$ cat src/rtl/conv2_relu_pool.sv
// conv2 post-processing: optional bias, ReLU, then 2x2 stride-2 max pooling with saturation.
// Optional feature: define CONV2_BIAS_EN to include the BIAS adder in stage 1.
module conv2_relu_pool #(
   parameter int                     IN_W    = 14,
   parameter int                     OUT_W   = 12,
   parameter int                     ROW_LEN = 8,
   parameter int                     COL_LEN = 8,
   parameter logic signed [IN_W-1:0] BIAS    = '0
) (
   input  logic                    clk,
   input  logic                    rst,
   input  logic                    valid_in,
   input  logic signed [IN_W-1:0]  conv_in,
   output logic signed [OUT_W-1:0] data_out,
   output logic                    valid_out,
   output logic                    frame_done
);

   localparam int XW    = $clog2(ROW_LEN);
   localparam int YW    = $clog2(COL_LEN);
   localparam int LB_N  = ROW_LEN / 2;
   localparam int LB_AW = (LB_N > 1) ? $clog2(LB_N) : 1;

   localparam logic [XW-1:0]   X_LAST  = XW'(ROW_LEN - 1);
   localparam logic [YW-1:0]   Y_LAST  = YW'(COL_LEN - 1);
   localparam logic [IN_W-1:0] SAT_MAX = IN_W'((1 << (OUT_W - 1)) - 1);

   function automatic logic [IN_W-1:0] max2(input logic [IN_W-1:0] a, input logic [IN_W-1:0] b);
      return (a > b) ? a : b;
   endfunction

   // Post-ReLU values are never negative, so they are carried as unsigned IN_W-bit magnitudes.
   logic signed [IN_W:0] sum;
   logic [IN_W-1:0]      relu;

`ifdef CONV2_BIAS_EN
   assign sum = $signed({conv_in[IN_W-1], conv_in}) + $signed({BIAS[IN_W-1], BIAS});
`else
   assign sum = {conv_in[IN_W-1], conv_in};
`endif
   assign relu = sum[IN_W] ? '0 : sum[IN_W-1:0];

   logic            s1_valid;
   logic [IN_W-1:0] s1_pix;

   // NOTE: every clocked block uses non-blocking assignments so all stages sample pre-edge values.
   always_ff @(posedge clk or posedge rst) begin
      if (rst) begin
         s1_valid <= 1'b0;
         s1_pix   <= '0;
      end else begin
         s1_valid <= valid_in;
         if (valid_in) s1_pix <= relu;
      end
   end

   logic [XW-1:0]    x;
   logic [YW-1:0]    y;
   logic [IN_W-1:0]  hold;
   logic [IN_W-1:0]  linebuf [LB_N];
   logic [LB_AW-1:0] lb_idx;
   logic             em_valid;
   logic             em_last;
   logic [IN_W-1:0]  em_val;

   assign lb_idx = LB_AW'(x >> 1);

   always_ff @(posedge clk or posedge rst) begin
      if (rst) begin
         x        <= '0;
         y        <= '0;
         hold     <= '0;
         em_valid <= 1'b0;
         em_last  <= 1'b0;
         em_val   <= '0;
      end else begin
         em_valid <= 1'b0;
         em_last  <= 1'b0;
         if (s1_valid) begin
            if (!y[0]) begin
               if (!x[0]) hold <= s1_pix;
            end else if (!x[0]) begin
               hold <= max2(linebuf[lb_idx], s1_pix);
            end else begin
               em_val   <= max2(hold, s1_pix);
               em_valid <= 1'b1;
               em_last  <= (x == X_LAST) && (y == Y_LAST);
            end

            if (x == X_LAST) begin
               x <= '0;
               y <= (y == Y_LAST) ? '0 : y + 1'b1;
            end else begin
               x <= x + 1'b1;
            end
         end
      end
   end

   // NOTE: the line buffer has no reset; each entry is written in an even row before any odd-row read.
   always_ff @(posedge clk) begin
      if (s1_valid && !y[0] && x[0]) linebuf[lb_idx] <= max2(hold, s1_pix);
   end

   logic [OUT_W-1:0] sat_val;
   assign sat_val = (em_val > SAT_MAX) ? SAT_MAX[OUT_W-1:0] : em_val[OUT_W-1:0];

   always_ff @(posedge clk or posedge rst) begin
      if (rst) begin
         data_out   <= '0;
         valid_out  <= 1'b0;
         frame_done <= 1'b0;
      end else begin
         valid_out  <= em_valid;
         frame_done <= em_valid && em_last;
         if (em_valid) data_out <= sat_val;
      end
   end

endmodule

$ cat config.mk
export PLATFORM = sky130hd
export DESIGN_NAME = conv2_relu_pool
export DESIGN_NICKNAME = d
export VERILOG_FILES = /design/src/rtl/conv2_relu_pool.sv
export SDC_FILE = /design/constraint.sdc
export NUM_CORES = 1
export LEC_CHECK = 0
export CAP_MARGIN = 40
export CORE_MARGIN = 5
export CORE_UTILIZATION = 40
export DETAILED_ROUTE_END_ITERATION = 7
export DONT_BUFFER_PORTS = 1
export PLACE_DENSITY_LB_ADDON = 0.15
export SYNTH_ARGS = -nofsm -noshare
export SYNTH_HDL_FRONTEND = slang
export SYNTH_SLANG_ARGS = --single-unit
$ cat constraint.sdc
create_clock -name clk -period 3.7 [get_ports clk]
set_input_delay 0.185 -clock clk [delete_from_list [all_inputs] [get_ports clk]]
set_output_delay 0.185 -clock clk [all_outputs]
set_load 0.03 [all_outputs]
==> summary.txt <==
Status
  – Outcome: finished clean

Clocking
  – CTS tree: done
  – Root Buffer: clkbuf_16
  – Skew-Pair Late Insertion Delay: between 0.4 and 0.5 ns
  – CTS Buf Count: 17
  – Sink Count: 120
  – Worst-path clk slew: about 0.050 ns
  – Post-CTS Resized: 0
  – Clock Tree Buf Depth: 2
  – H-tree depth: 4

Drt
  – Via count: ~3400
  – Initial DRC count: 300
  – Remaining DRCs: 0
  – Via density: 5.50
  – DR pass1 iterations: 4
  – Routed Antenna Nets: 0
  – Final WL: between 10000 and 15000 µm
  – Drt wl/cell: around 19 µm

Min path
  – Worst hold path depth: 4
  – Hold_sp: conv_in[13]
  – Worst hold endpoint: s1_pix[0]
  – Worst Hold Class: input port to register

Pwr
  – Leakage: approximately 2.6 nW
  – Pwr dens: between 800 and 900 mW/mm²
  – Peak VDD IR: ~440 µV
  – Overall Power: between 5 and 6 mW

Setup path
  – Required @ worst endpoint: around 4.0 ns
  – Crit Path Max Fanout: 21
  – Worst path arrival time: 3.51 ns
  – Nature of the critical path endpoint: register
  – Worst reg2reg endpoint: hold[5]
  – Worst r2r src: x[2]
  – CP Launch Type: register
  – Worst r2r path cells: 8
  – CP Class: register to register
  – R2R Setup Slk: roughly 0.48 ns

GRT
  – Grt ovf: 0
  – GRT Overall Usage: 0.156
  – Vias in the first global route: between 3000 and 4000
  – Initial antenna violation count: 0
  – First-pass GRT wire length: about 19000 µm
  – Largest net degree at the start of global routing: 40

Place
  – HPWL after DPL: 8290 µm
  – Dpl cells: between 500 and 600
  – Number of buffers added on ports: 0
  – Global placer's final weighted congestion: 0.804

Timing
  – RSZ-0062 raised after global routing: no
  – Min cycle time layout: between 3 and 4 ns
  – Part of the cycle the worst path needs: 0.871
  – Setup TNS: 0 ns
  – Worst clock skew: 0.0115 ns
  – Setup-failing EPs final: 0
  – Slew margin rel.: 0.426
  – Hold Violations, Final: 0
  – Worst Max-Slew Pin Slew: between 0.8 and 0.9 ns
  – Fin. max-slew vios: 0
  – Achievable clock frequency: a little over 0.3 GHz

Yosys
  – Seq cells post-synth: 120
  – Number of synthesized flops with an enable pin: 56
  – Yosys warns: 0
  – Cell taking the most area after synthesis: edfxtp_1
  – Mapped Cells: between 400 and 500
  – Async set or reset register ratio after synthesis: 0.533
  – Share of the yosys chip area belonging to registers: 0.600
  – Synthesized area per cell: between 10 and 15 µm²
  – Unique masters post-synth: 43
  – Mapped cell area: 0.00547 mm²
  – Most used flip-flop cell after synthesis: dfrtp_1
  – Net Count, Synth: between 400 and 500
  – Top cells by area, synth: edfxtp_1 (31%), dfrtp_1 (29%), ha_1 (6.9%)
  – Synth top area share: 0.307

Cells and area
  – Post-Layout Cell Count: approximately 620
  – Commonest non-fill, non-tap cells in the layout: dfrtp_1 (64), edfxtp_1 (56), nand2_1 (32)
  – Fillers: roughly 1200
  – Nets: 475
  – Commonest non-fill, non-tap cell in the layout: dfrtp_1
  – Share of cells above drive strength 1: 0.136
  – Antenna cells: 0
  – Post-layout util: 0.484
  – Area growth syn-to-layout: 18.0%

Die
  – Number of placed I/O pins: 31
  – Die ar.: around 0.016 mm²
  – DIE HEIGHT: between 100 and 150 µm
  – Initial Util: 0.410
  – Die Wd: about 130 µm
  – Core ar.: roughly 0.013 mm²
  – Row count: 42

Job
  – Max Cap Violations: 0
## metrics by stage
| step | hold WS, ns | worst slack, ns | cell area [µm²] |
|---|---|---|---|
| detailed placement | 0.143 | 0.470 | 5670 |
| finish | 0.154 | 0.476 | 6460 |
| global placement | 0.142 | 0.490 | 5650 |
| CTS | 0.145 | 0.458 | 6460 |
| floorplan | 0.216 | 0.640 | 5470 |
| global route | 0.156 | 0.282 | 6460 |
## what timing repair did
item	CTS	global route
hold buffers	16	0
hold endpoints to repair	39	0
setup buffers	0	0
## state kept, by name, summed over array words and instances (netlist names), 3 cells and up
signal	cells
data_out	12
em_val	14
hold	14
linebuf	56
s1_pix	13
x	3
y	3
## cell families after synthesis
kind of cell | share of synthesized area
multiplexers | 0.0663
buffers and inverters | 0.0352
adder cells (fa/ha/maj) | 0.0686
AND/OR/NAND/NOR | 0.0857
AO/OA/AOI/OAI | 0.144
flip-flops | 0.600
## worst max-delay path, cell delays in order (launching register included)
cell and delay [ns]:
dfrtp_1 0.90, mux4_2 0.45, ha_1 0.32, nand4_1 0.14, or4_1 0.51, o21ai_1 0.16, a31o_4 0.21, nor2_1 0.06
a221o_1 0.35
## layout make-up
type | count | area, µm² | share of cell area
clock buffer | 22 | 518 | 0.0802
sequential | 120 | 3280 | 0.508
timing repair buffer | 24 | 240 | 0.0372
clock inverter | 10 | 110 | 0.0170
tap | 176 | 220 | 0.0341
multi-input combinational | 247 | 2020 | 0.313
inverter | 18 | 67.6 | 0.0105
## worst max path at each step
stage	to	cells after the start	from	slack (ns)
floorplan	hold[0]	11	x[2]	0.64
CTS	hold[5]	8	x[2]	0.46
global route	hold[8]	8	x[2]	0.28
finish	hold[5]	8	x[2]	0.48
detailed placement	hold[5]	8	x[2]	0.47
global placement	hold[5]	8	x[2]	0.49
## report_power, final
group	internal, mW	leakage, nW	switching (mW)
sequential	1.81	1.29	0.329
clock	1.13	0.308	0.576
combinational	0.731	1.00	1.01
total	3.67	2.61	1.91
## per-layer routing
layer | track usage | wire length, µm
met1 | 0.200 | 5310
met2 | 0.257 | 5770
met3 | 0.0405 | 440
met4 | 0.0599 | 263
met5 | 0 | 0
## Yosys cell counts, types with 4 or more instances
library cell,count
nor3b_1,11
edfxtp_1,56
inv_1,18
a31oi_1,9
mux4_1,4
o21ai_0,15
a221o_1,13
buf_2,4
clkbuf_1,19
a31o_1,10
nand3_1,12
o22a_1,16
a21oi_1,18
mux2_2,4
dfrtp_1,64
nor2_1,13
ha_1,30
nand2_1,32
mux4_2,9
a21o_1,16
No activity file was read; power rests on OpenSTA's default activity.
